File: src/rtl/risc_pkg.sv
// Shared RISC core definitions: opcodes, instruction phase numbers and the
// phase sequencer state encoding.
package risc_pkg;

  localparam logic [2:0] HLT = 3'd0;
  localparam logic [2:0] SKZ = 3'd1;
  localparam logic [2:0] ADD = 3'd2;
  localparam logic [2:0] AND = 3'd3;
  localparam logic [2:0] XOR = 3'd4;
  localparam logic [2:0] LDA = 3'd5;
  localparam logic [2:0] STO = 3'd6;
  localparam logic [2:0] JMP = 3'd7;

  localparam logic [2:0] PH_FETCH0 = 3'd0;
  localparam logic [2:0] PH_FETCH1 = 3'd1;
  localparam logic [2:0] PH_FETCH2 = 3'd2;
  localparam logic [2:0] PH_FETCH3 = 3'd3;
  localparam logic [2:0] PH_EXEC4  = 3'd4;
  localparam logic [2:0] PH_EXEC5  = 3'd5;
  localparam logic [2:0] PH_EXEC6  = 3'd6;
  localparam logic [2:0] PH_EXEC7  = 3'd7;
  localparam logic [2:0] PH_HALT   = 3'd4;

  typedef enum logic [2:0] {
    ST_IDLE   = 3'd0,
    ST_RUN    = 3'd1,
    ST_STEP   = 3'd2,
    ST_WAIT   = 3'd3,
    ST_HALTED = 3'd4
  } seq_state_t;

endpackage

File: src/rtl/phase_counter.sv
// Three-bit instruction phase counter with enable, async clear and a wrap
// flag that is high when an enabled count leaves the last phase.
module phase_counter
  import risc_pkg::*;
(
  input  logic       clk,
  input  logic       rst_n,
  input  logic       en_i,
  output logic [2:0] cnt_o,
  output logic       wrap_o
);

  logic [2:0] cnt_q;
  logic [2:0] cnt_d;

  // Next count: advance by one when enabled, 7 rolls over to 0.
  always_comb begin
    cnt_d = cnt_q;
    if (en_i) begin
      cnt_d = cnt_q + 3'd1;
    end else begin
      cnt_d = cnt_q;
    end
  end

  // Counter register.
  always_ff @(posedge clk or negedge rst_n) begin
    if (!rst_n) begin
      cnt_q <= PH_FETCH0;
    end else begin
      cnt_q <= cnt_d;
    end
  end

  assign cnt_o  = cnt_q;
  assign wrap_o = en_i && (cnt_q == PH_EXEC7);

endmodule

File: src/rtl/phase_sequencer.sv
// Drives the Controller's instruction phase with run/stop/step/halt control
// and a retired-instruction counter. Define PHASE_SEQ_WAIT_EN for mem_busy stalls.
module phase_sequencer
  import risc_pkg::*;
#(
  parameter int CNT_W = 16
) (
  input  logic             clk,
  input  logic             rst_n,
  input  logic             start,
  input  logic             stop,
  input  logic             step,
  input  logic             halt,
  input  logic             mem_busy,
  output logic [2:0]       phase,
  output logic             running,
  output logic             halted,
  output logic             waiting,
  output logic             instr_done,
  output logic [CNT_W-1:0] instr_count
);

  seq_state_t       state_q, state_d, base_state_s;
  logic             pend_q, pend_d, base_pend_s;
  logic             from_step_q, from_step_d;
  logic [CNT_W-1:0] count_q, count_d;
  logic             running_q, halted_q, done_q;
  logic             busy_s, adv_s, wrap_s, halt_hit_s, step_mode_s;
  logic [2:0]       phase_s;

`ifdef PHASE_SEQ_WAIT_EN
  logic waiting_q;

  assign busy_s  = mem_busy;
  assign waiting = waiting_q;

  // Registered WAIT indication.
  always_ff @(posedge clk or negedge rst_n) begin
    if (!rst_n) begin
      waiting_q <= 1'b0;
    end else begin
      waiting_q <= (state_d == ST_WAIT);
    end
  end
`else
  logic unused_mem_busy_s;

  assign busy_s            = 1'b0;
  assign unused_mem_busy_s = mem_busy;
  assign waiting           = 1'b0;
`endif

  assign halt_hit_s  = halt && (phase_s == PH_HALT);
  assign step_mode_s = (state_q == ST_STEP) || ((state_q == ST_WAIT) && from_step_q);

  // Phase advance enable; resuming from HALTED moves phase 4 to 5 unconditionally.
  always_comb begin
    adv_s = 1'b0;
    case (state_q)
      ST_RUN, ST_STEP: adv_s = !halt_hit_s && !busy_s;
      ST_WAIT:         adv_s = !busy_s;
      ST_HALTED:       adv_s = start || step;
      default:         adv_s = 1'b0;
    endcase
  end

  phase_counter u_phase_counter (
    .clk    (clk),
    .rst_n  (rst_n),
    .en_i   (adv_s),
    .cnt_o  (phase_s),
    .wrap_o (wrap_s)
  );

  // Next state, pending stop and retired-instruction count.
  always_comb begin
    base_state_s = state_q;
    base_pend_s  = pend_q;
    from_step_d  = from_step_q;
    case (state_q)
      ST_IDLE: begin
        base_pend_s = 1'b0;
        if (start) begin
          base_state_s = ST_RUN;
        end else if (step) begin
          base_state_s = ST_STEP;
        end else begin
          base_state_s = ST_IDLE;
        end
      end
      ST_RUN, ST_STEP: begin
        if (halt_hit_s) begin
          // Halt wins over both stop and a memory stall.
          base_state_s = ST_HALTED;
          base_pend_s  = 1'b0;
        end else begin
          base_pend_s = pend_q || stop;
          if (busy_s) begin
            base_state_s = ST_WAIT;
            from_step_d  = (state_q == ST_STEP);
          end else begin
            base_state_s = state_q;
          end
        end
      end
      ST_WAIT: begin
        if (busy_s) begin
          base_state_s = ST_WAIT;
        end else begin
          base_state_s = from_step_q ? ST_STEP : ST_RUN;
        end
      end
      ST_HALTED: begin
        if (start) begin
          base_state_s = ST_RUN;
        end else if (step) begin
          base_state_s = ST_STEP;
        end else begin
          base_state_s = ST_HALTED;
        end
      end
      default: begin
        base_state_s = ST_IDLE;
        base_pend_s  = 1'b0;
      end
    endcase

    // Instruction boundary: a single step or a requested stop ends in IDLE.
    if (wrap_s && (step_mode_s || base_pend_s)) begin
      state_d = ST_IDLE;
      pend_d  = 1'b0;
    end else begin
      state_d = base_state_s;
      pend_d  = base_pend_s;
    end

    count_d = wrap_s ? (count_q + CNT_W'(1)) : count_q;
  end

  // Sequencer state and registered status outputs.
  always_ff @(posedge clk or negedge rst_n) begin
    if (!rst_n) begin
      state_q     <= ST_IDLE;
      pend_q      <= 1'b0;
      from_step_q <= 1'b0;
      count_q     <= {CNT_W{1'b0}};
      running_q   <= 1'b0;
      halted_q    <= 1'b0;
      done_q      <= 1'b0;
    end else begin
      state_q     <= state_d;
      pend_q      <= pend_d;
      from_step_q <= from_step_d;
      count_q     <= count_d;
      running_q   <= (state_d == ST_RUN) || (state_d == ST_STEP) || (state_d == ST_WAIT);
      halted_q    <= (state_d == ST_HALTED);
      done_q      <= wrap_s;
    end
  end

  assign phase       = phase_s;
  assign running     = running_q;
  assign halted      = halted_q;
  assign instr_done  = done_q;
  assign instr_count = count_q;

endmodule

File: config.mk
export PLATFORM = sky130hd
export DESIGN_NAME = phase_sequencer
export DESIGN_NICKNAME = d
export VERILOG_FILES = /design/src/rtl/risc_pkg.sv /design/src/rtl/phase_counter.sv /design/src/rtl/phase_sequencer.sv
export SDC_FILE = /design/constraint.sdc
export NUM_CORES = 1
export LEC_CHECK = 0
export BUFFER_PORTS_ARGS = -buffer_cell sky130_fd_sc_hd__buf_4
export CAP_MARGIN = 10
export CORE_UTILIZATION = 58
export CTS_CLUSTER_DIAMETER = 200
export CTS_CLUSTER_SIZE = 20
export DETAILED_ROUTE_END_ITERATION = 12
export PLACE_DENSITY = 0.89
export SYNTH_ARGS = -nofsm -noshare
export SYNTH_HDL_FRONTEND = slang
export SYNTH_SLANG_ARGS = --single-unit
File: constraint.sdc
create_clock -name clk -period 2.95 [get_ports clk]
set_input_delay 0.295 -clock clk [delete_from_list [all_inputs] [get_ports clk]]
set_output_delay 0.295 -clock clk [all_outputs]
set_load 0.05 [all_outputs]
==> results of run 1 <==
-- where the power goes --
| part | internal, mW | leakage, nW | switching [mW] |
|---|---|---|---|
| clock network | 0.0757 | 0.0210 | 0.111 |
| logic | 0.275 | 0.448 | 0.572 |
| registers | 0.443 | 0.342 | 0.122 |
-- kinds of logic (layout without fill, tap and decap cells) --
family,Yosys count,after routing,share of synthesized area [%]
AOI/OAI and AO/OA,26,26,17.6
xor gates and xnor gates,17,17,10.7
DFF,26,26,44.3
other,1,1,0.256
muxes,3,3,2.30
and+or+nand+nor,39,39,16.4
buffers and inverters,11,37,4.43
adders and majority gates,5,5,4.09
-- tightest hold or removal path, delay by kind of cell --
kind | cells | cell delay, ns
buf+inv | 1 | 0.12
compound gates | 1 | 0.12
simple gates | 1 | 0.06
-- synth_stat cells (2+ instances only) --
| master | instances | area, um^2 |
|---|---|---|
| a2111oi_2 | 5 | 75.1 |
| a211oi_2 | 5 | 62.6 |
| a21oi_1 | 6 | 30.0 |
| a21oi_2 | 2 | 17.5 |
| and4_1 | 2 | 17.5 |
| buf_4 | 2 | 15.0 |
| buf_6 | 2 | 22.5 |
| dfrtp_1 | 26 | 651 |
| ha_1 | 4 | 50.1 |
| inv_1 | 4 | 15.0 |
| mux2_1 | 3 | 33.8 |
| nand2_1 | 12 | 45.0 |
| nand3_1 | 6 | 30.0 |
| nand4_1 | 5 | 31.3 |
| nor3_1 | 3 | 15.0 |
| o21ai_0 | 3 | 15.0 |
| xor2_1 | 15 | 131 |
-- worst paths after layout --
kind | startpoint | end | slack (ns) | cells after the start
max | state_q[0] | instr_count[1] | 0.77 | 4
max in group asynchronous | rst_n | instr_count[15] | 2.32 | 2
min reg2reg | instr_count[15] | instr_count[15] | 0.48 | 1
max reg2reg | state_q[0] | instr_count[1] | 0.77 | 4
min | start | state_q[0] | 0.29 | 3
min in group asynchronous | rst_n | halted | 0.39 | 2
-- sequential cells by signal, summed over array words and instances, names as in the netlist --
register,count
instr_count,16
instr_done,1
halted,1
state_q,3
u_phase_counter.cnt_o,3
running,1
pend_q,1
-- metal layers --
layer,vias up,wire (um),track usage (%),part of all wire [%]
met1,529,1290,33.0,43
met3,7,112,4.64,3.8
li1,515,-,-,-
met2,26,1510,42.0,51
met4,0,63,11.4,2.1
met5,-,0,0,0
-- repair_timing --
item	CTS	global route
hold buffers	1	0
hold endpoints to repair	26	0
setup buffers	0	0
-- cell type report --
class / instances / area, um^2 / share of cell area [%]
clock buffers: 4 / 36.3 / 2.13
inverters: 5 / 18.8 / 1.10
flip-flops and latches: 26 / 651 / 38.2
multi-input cells: 91 / 752 / 44.1
well taps: 28 / 35.0 / 2.05
repair buffers: 28 / 213 / 12.5
-- per-stage QoR --
stage | utilization (%) | cell area (um^2) | worst slack [ns] | total power [mW]
6_report | 74.2 | 1710 | 0.773 | 1.60
2_1_floorplan | - | 1470 | 0.864 | 1.23
5_1_grt | 74.2 | 1710 | 0.715 | 1.69
4_1_cts | 74.2 | 1710 | 0.763 | 1.60
3_5_place_dp | 72.2 | 1660 | 0.787 | 1.42
3_3_place_gp | 72.2 | 1660 | 0.929 | 1.36
==> impl_metrics.csv, run 1 <==
group,metric,value,unit
global_route,grt_pass1_wl,5.11,mm
critical_path,path_cells,"nor2_2 > a32oi_4 > a21oi_2 > mux2_1",
logic_synthesis,synth_ff_type,"dfrtp_1",
global_route,grt_antenna_before_repair,0,
critical_path,critical_path.max_stage_delay,0.69,ns
clock_tree,numCtsBuffers,3,
floorplanning,die-area,2740,um^2
critical_path,critPathBufInv,0,
critical_path,cp_top_family,"compound AO/OA/AOI/OAI gates",
logic_synthesis,async_flop_share,100,%
routing,vias_per_cell,5.92,
finish,diodes,0,
finish,final_common_cell,"buf_4",
floorplanning,fp.coreArea,2300,um^2
flow_run,drv_cap,0,
clock_tree,ctsResizeCount,0,
min_path,hold_path.class,"primary input to register",
timing,period_share,73.8,%
logic_synthesis,syn_area,1470,um^2
finish,area_growth_syn_to_layout,16.2,%
critical_path,end_kind,"register",
critical_path,crit_fanout,17,
timing,max_slew_margin,50.1,%
critical_path,worstPathArrival,2.41,ns
floorplanning,fp.dieH,52.3,um
timing,rsz0062_at_grt,"no",
floorplanning,dieWidth,52.3,um
logic_synthesis,ys_ff_latch,26,
critical_path,critPathLaunchType,"register",
power,p_leak,0.811,nW
global_route,grt_start_max_net_pins,27,
routing,drc,0,
floorplanning,io_pins,30,
clock_tree,clockBufferDepth,2,
finish,instances_no_fill,182,
power,ir_worst_vdd,0.000834,V
clock_tree,insertion_delay,0.33,ns
global_route,gr-usage-all-layers,25.7,%
timing,holdWs,0.286,ns
timing,worstMarginPinSlew,0.748,ns
routing,drtIter0Drc,9,
logic_synthesis,ys_types,40,
finish,n_fill_cell,155,
logic_synthesis,syn-num-nets,139,
routing,routedWlPerCell,16.3,um
timing,fin_worst_skew,0.00115,ns
critical_path,crit_slowest_cell,"a32oi_4",
timing,tns,0,ns
placement,place.gp.congestion,0.821,
logic_synthesis,avgSynthCellArea,11.5,um^2
timing,final-hold-violation-count,0,
finish,final_nets,166,
clock_tree,cts.clk_slew.worst_paths,0.14,ns
clock_tree,cts_max_level,1,
timing,max_freq,459,MHz
logic_synthesis,synth-edff-count,0,
routing,ant_nets,0,
power,power.density,937,nW/um^2
logic_synthesis,syn_inst,128,
timing,finalMaxSlewViolations,0,
global_route,gr-total-overflow,0,
timing,fin_crit,2.18,ns
critical_path,critPathKind,"register to register",
timing,setup_viol,0,
floorplanning,row_count,17,
routing,detail_route.wirelength,2.97,mm
clock_tree,cts_sinks,26,
placement,numPortBuffers,27,
finish,mostFrequentLayoutCells,"buf_4, dfrtp_1, xor2_1, nand2_1",
global_route,grt_pass1_vias,1101,
critical_path,cp.required,3.18,ns
placement,dpl.cell_count,177,
routing,first_pass_iters,4,
run_status,status,"complete, no violations",
routing,vias,1077,
clock_tree,cts_tree,"done",
clock_tree,cts-root-buf,"clkbuf_4",
floorplanning,start_util,63.9,%
logic_synthesis,synth-seq-area-share,44.3,%
logic_synthesis,synth_warnings,0,
finish,layout-drive-gt1-share,33.8,%
placement,dp_hpwl,2.09,mm
No activity file was read; power rests on OpenSTA's default activity.
==> run 2: changes to the inputs <==
--- a/config.mk
+++ b/config.mk
@@ -5,13 +5,14 @@
 export SDC_FILE = /design/constraint.sdc
 export NUM_CORES = 1
 export LEC_CHECK = 0
+export ABC_AREA = 1
 export BUFFER_PORTS_ARGS = -buffer_cell sky130_fd_sc_hd__buf_4
 export CAP_MARGIN = 10
-export CORE_UTILIZATION = 58
+export CORE_UTILIZATION = 54
 export CTS_CLUSTER_DIAMETER = 200
 export CTS_CLUSTER_SIZE = 20
 export DETAILED_ROUTE_END_ITERATION = 12
-export PLACE_DENSITY = 0.89
+export PLACE_DENSITY = 0.83
 export SYNTH_ARGS = -nofsm -noshare
 export SYNTH_HDL_FRONTEND = slang
 export SYNTH_SLANG_ARGS = --single-unit
==> constraint.sdc (replaced) <==
create_clock -name clk -period 2.1 [get_ports clk]
set_input_delay 0.21 -clock clk [delete_from_list [all_inputs] [get_ports clk]]
set_output_delay 0.21 -clock clk [all_outputs]
set_load 0.05 [all_outputs]
==> run 2 against run 1 <==
Against the previous run:
- sequential power up 39%
- via count up 19%
- clock skew up 0.0067 ns
- cell count up 41%
- die area up 11%
- combinational power up 39%
- sequential share of layout area down 1.2 points
- non-clock buffer count unchanged
- count of clock-buffer cells in the layout down 1
- register-to-register slack worse by 0.34 ns
- power up 36%
- fmax up 31%
- largest power group unchanged
==> impl_metrics.csv, run 2 <==
group,metric,value,unit
logic_synthesis,syn-num-nets,209,
power,p_leak,0.902,nW
critical_path,r2r_slack,0.43,ns
finish,fin_area,1760,um^2
floorplanning,die-area,3030,um^2
critical_path,crit_fanout,5,
timing,tns,0,ns
min_path,hold_path.class,"primary input to register",
logic_synthesis,syn_area,1520,um^2
routing,ant_nets,0,
logic_synthesis,synth_ff_type,"dfrtp_1",
routing,detail_route.wirelength,2.85,mm
finish,n_fill_cell,231,
logic_synthesis,synth.largest_area_cell,"dfrtp_1",
finish,diodes,0,
finish,instances_no_fill,256,
global_route,gr-total-overflow,0,
logic_synthesis,yosysMostFrequentCell,"nand2_1",
clock_tree,numCtsBuffers,3,
critical_path,worstReg2RegEnd,"instr_count[14]",
logic_synthesis,async_flop_share,100,%
flow_run,drv_cap,0,
timing,fin_crit,1.67,ns
routing,drtIter0Drc,36,
floorplanning,dieWidth,55.1,um
timing,holdWs,0.211,ns
timing,max_freq,600,MHz
placement,numPortBuffers,27,
floorplanning,io_pins,30,
critical_path,crit_start,"instr_count[0]",
placement,place.gp.congestion,0.860,
logic_synthesis,synth.area.top_cells,"dfrtp_1, nand2_1, nand3_1",
global_route,grt_start_max_net_pins,27,
placement,dpl.cell_count,252,
logic_synthesis,syn_inst,198,
logic_synthesis,synth-edff-count,0,
clock_tree,ctsResizeCount,0,
critical_path,critPathLaunchType,"register",
critical_path,worstRegToRegCells,10,
clock_tree,cts-root-buf,"clkbuf_4",
global_route,grt_pass1_vias,1157,
critical_path,reg2reg_from,"instr_count[0]",
routing,vias,1284,
floorplanning,fp.dieH,55.1,um
global_route,grt_pass1_wl,4.82,mm
floorplanning,start_util,59.3,%
logic_synthesis,synth-seq-area-share,42.8,%
clock_tree,cts_max_level,1,
critical_path,end_kind,"register",
clock_tree,cts.clk_slew.worst_paths,0.14,ns
power,p_total,2.18,mW
min_path,holdPathStages,4,
timing,rsz0062_at_grt,"no",
floorplanning,fp.coreArea,2570,um^2
logic_synthesis,synth_top_area_share,42.8,%
logic_synthesis,synth_common_cells,"nand2_1, dfrtp_1, inv_1",
clock_tree,clockBufferDepth,2,
timing,setup_viol,0,
finish,final_common_cell,"nand2_1",
clock_tree,insertion_delay,0.32,ns
timing,period_share,79.4,%
routing,drc,0,
placement,dp_hpwl,2.10,mm
timing,finalMaxSlewViolations,0,
routing,first_pass_iters,4,
logic_synthesis,synth_warnings,0,
power,ir_worst_vdd,0.00110,V
global_route,grt_antenna_before_repair,0,
finish,layout-drive-gt1-share,17.7,%
clock_tree,postCtsSetupRepairBufs,0,
timing,final-hold-violation-count,0,
logic_synthesis,ys_ff_latch,26,
clock_tree,cts_sinks,26,
critical_path,critPathKind,"register to register",
critical_path,crit_end,"instr_count[14]",
placement,place_area,1730,um^2
logic_synthesis,ys_types,23,
timing,fin_worst_skew,0.00785,ns
routing,vias_per_cell,5.02,
critical_path,cp.required,2.34,ns
power,power.density,1240,nW/um^2
run_status,status,"complete, no violations",
finish,mostFrequentLayoutCells,"nand2_1, buf_4, dfrtp_1, inv_1, nand3_1",
critical_path,worstPathArrival,1.90,ns
logic_synthesis,avgSynthCellArea,7.68,um^2
finish,area_growth_syn_to_layout,15.6,%
finish,largest_reg_flops,16,
clock_tree,cts_tree,"done",
clock_tree,ctsHoldBuffers,1,
floorplanning,row_count,18,
global_route,gr-usage-all-layers,22.5,%
routing,routedWlPerCell,11.1,um
finish,final_nets,239,
[run 2: kinds of logic after synthesis]
logic type	after synthesis	synth area share [%]
and+or+nand+nor	120	35.9
buffers and inverters	26	8.31
xor gates and xnor gates	9	5.18
adders and majority gates	4	3.29
other	1	0.246
DFF	26	42.8
AOI/OAI and AO/OA	12	4.28
[run 2: report_power, final]
part	total, mW	internal [mW]	switching (mW)
Clock	0.215	0.0673	0.148
Combinational	1.18	0.365	0.819
Sequential	0.783	0.636	0.147
Total	2.18	1.07	1.11
[run 2: critical path, stage by stage (launching register included)]
cell,delay [ns]
dfrtp_1,0.44
ha_1,0.24
inv_1,0.08
nor2_2,0.19
inv_1,0.07
nor2_1,0.21
nand3_1,0.12
nand2_1,0.08
nand2_1,0.05
nand2_1,0.05
nand2_1,0.05
[run 2: worst min-delay path by stage]
| stage | start | end |
|---|---|---|
| 2_1_floorplan | rst_n | halted |
| 3_3_place_gp | rst_n | state_q[2] |
| 3_5_place_dp | rst_n | halted |
| 4_1_cts | step | halted |
| 5_1_grt | step | state_q[2] |
| 6_report | step | state_q[2] |
[run 2: stage by stage]
stage,setup WS [ns],utilization [%]
floorplan,0.283,-
global placement,0.506,67.3
detailed placement,0.444,67.3
CTS,0.425,68.5
global route,0.206,68.5
finish,0.434,68.5
[run 2: cell type report]
cell class                      instances  area [um^2]  area share (%)
Tap cell                               30         37.5            2.13
Clock buffer                            3         22.5            1.28
Timing Repair Buffer                   28          213            12.1
Multi-Input combinational cell        146          744            42.3
Inverter                               23         91.3            5.19
Sequential cell                        26          651            37.0
[run 2: routing by layer]
metal  track usage, %  share of wire, %
met1             31.2                51
met2             35.7                43
met3             2.46               3.7
met4             8.75               1.6
met5                0                 0
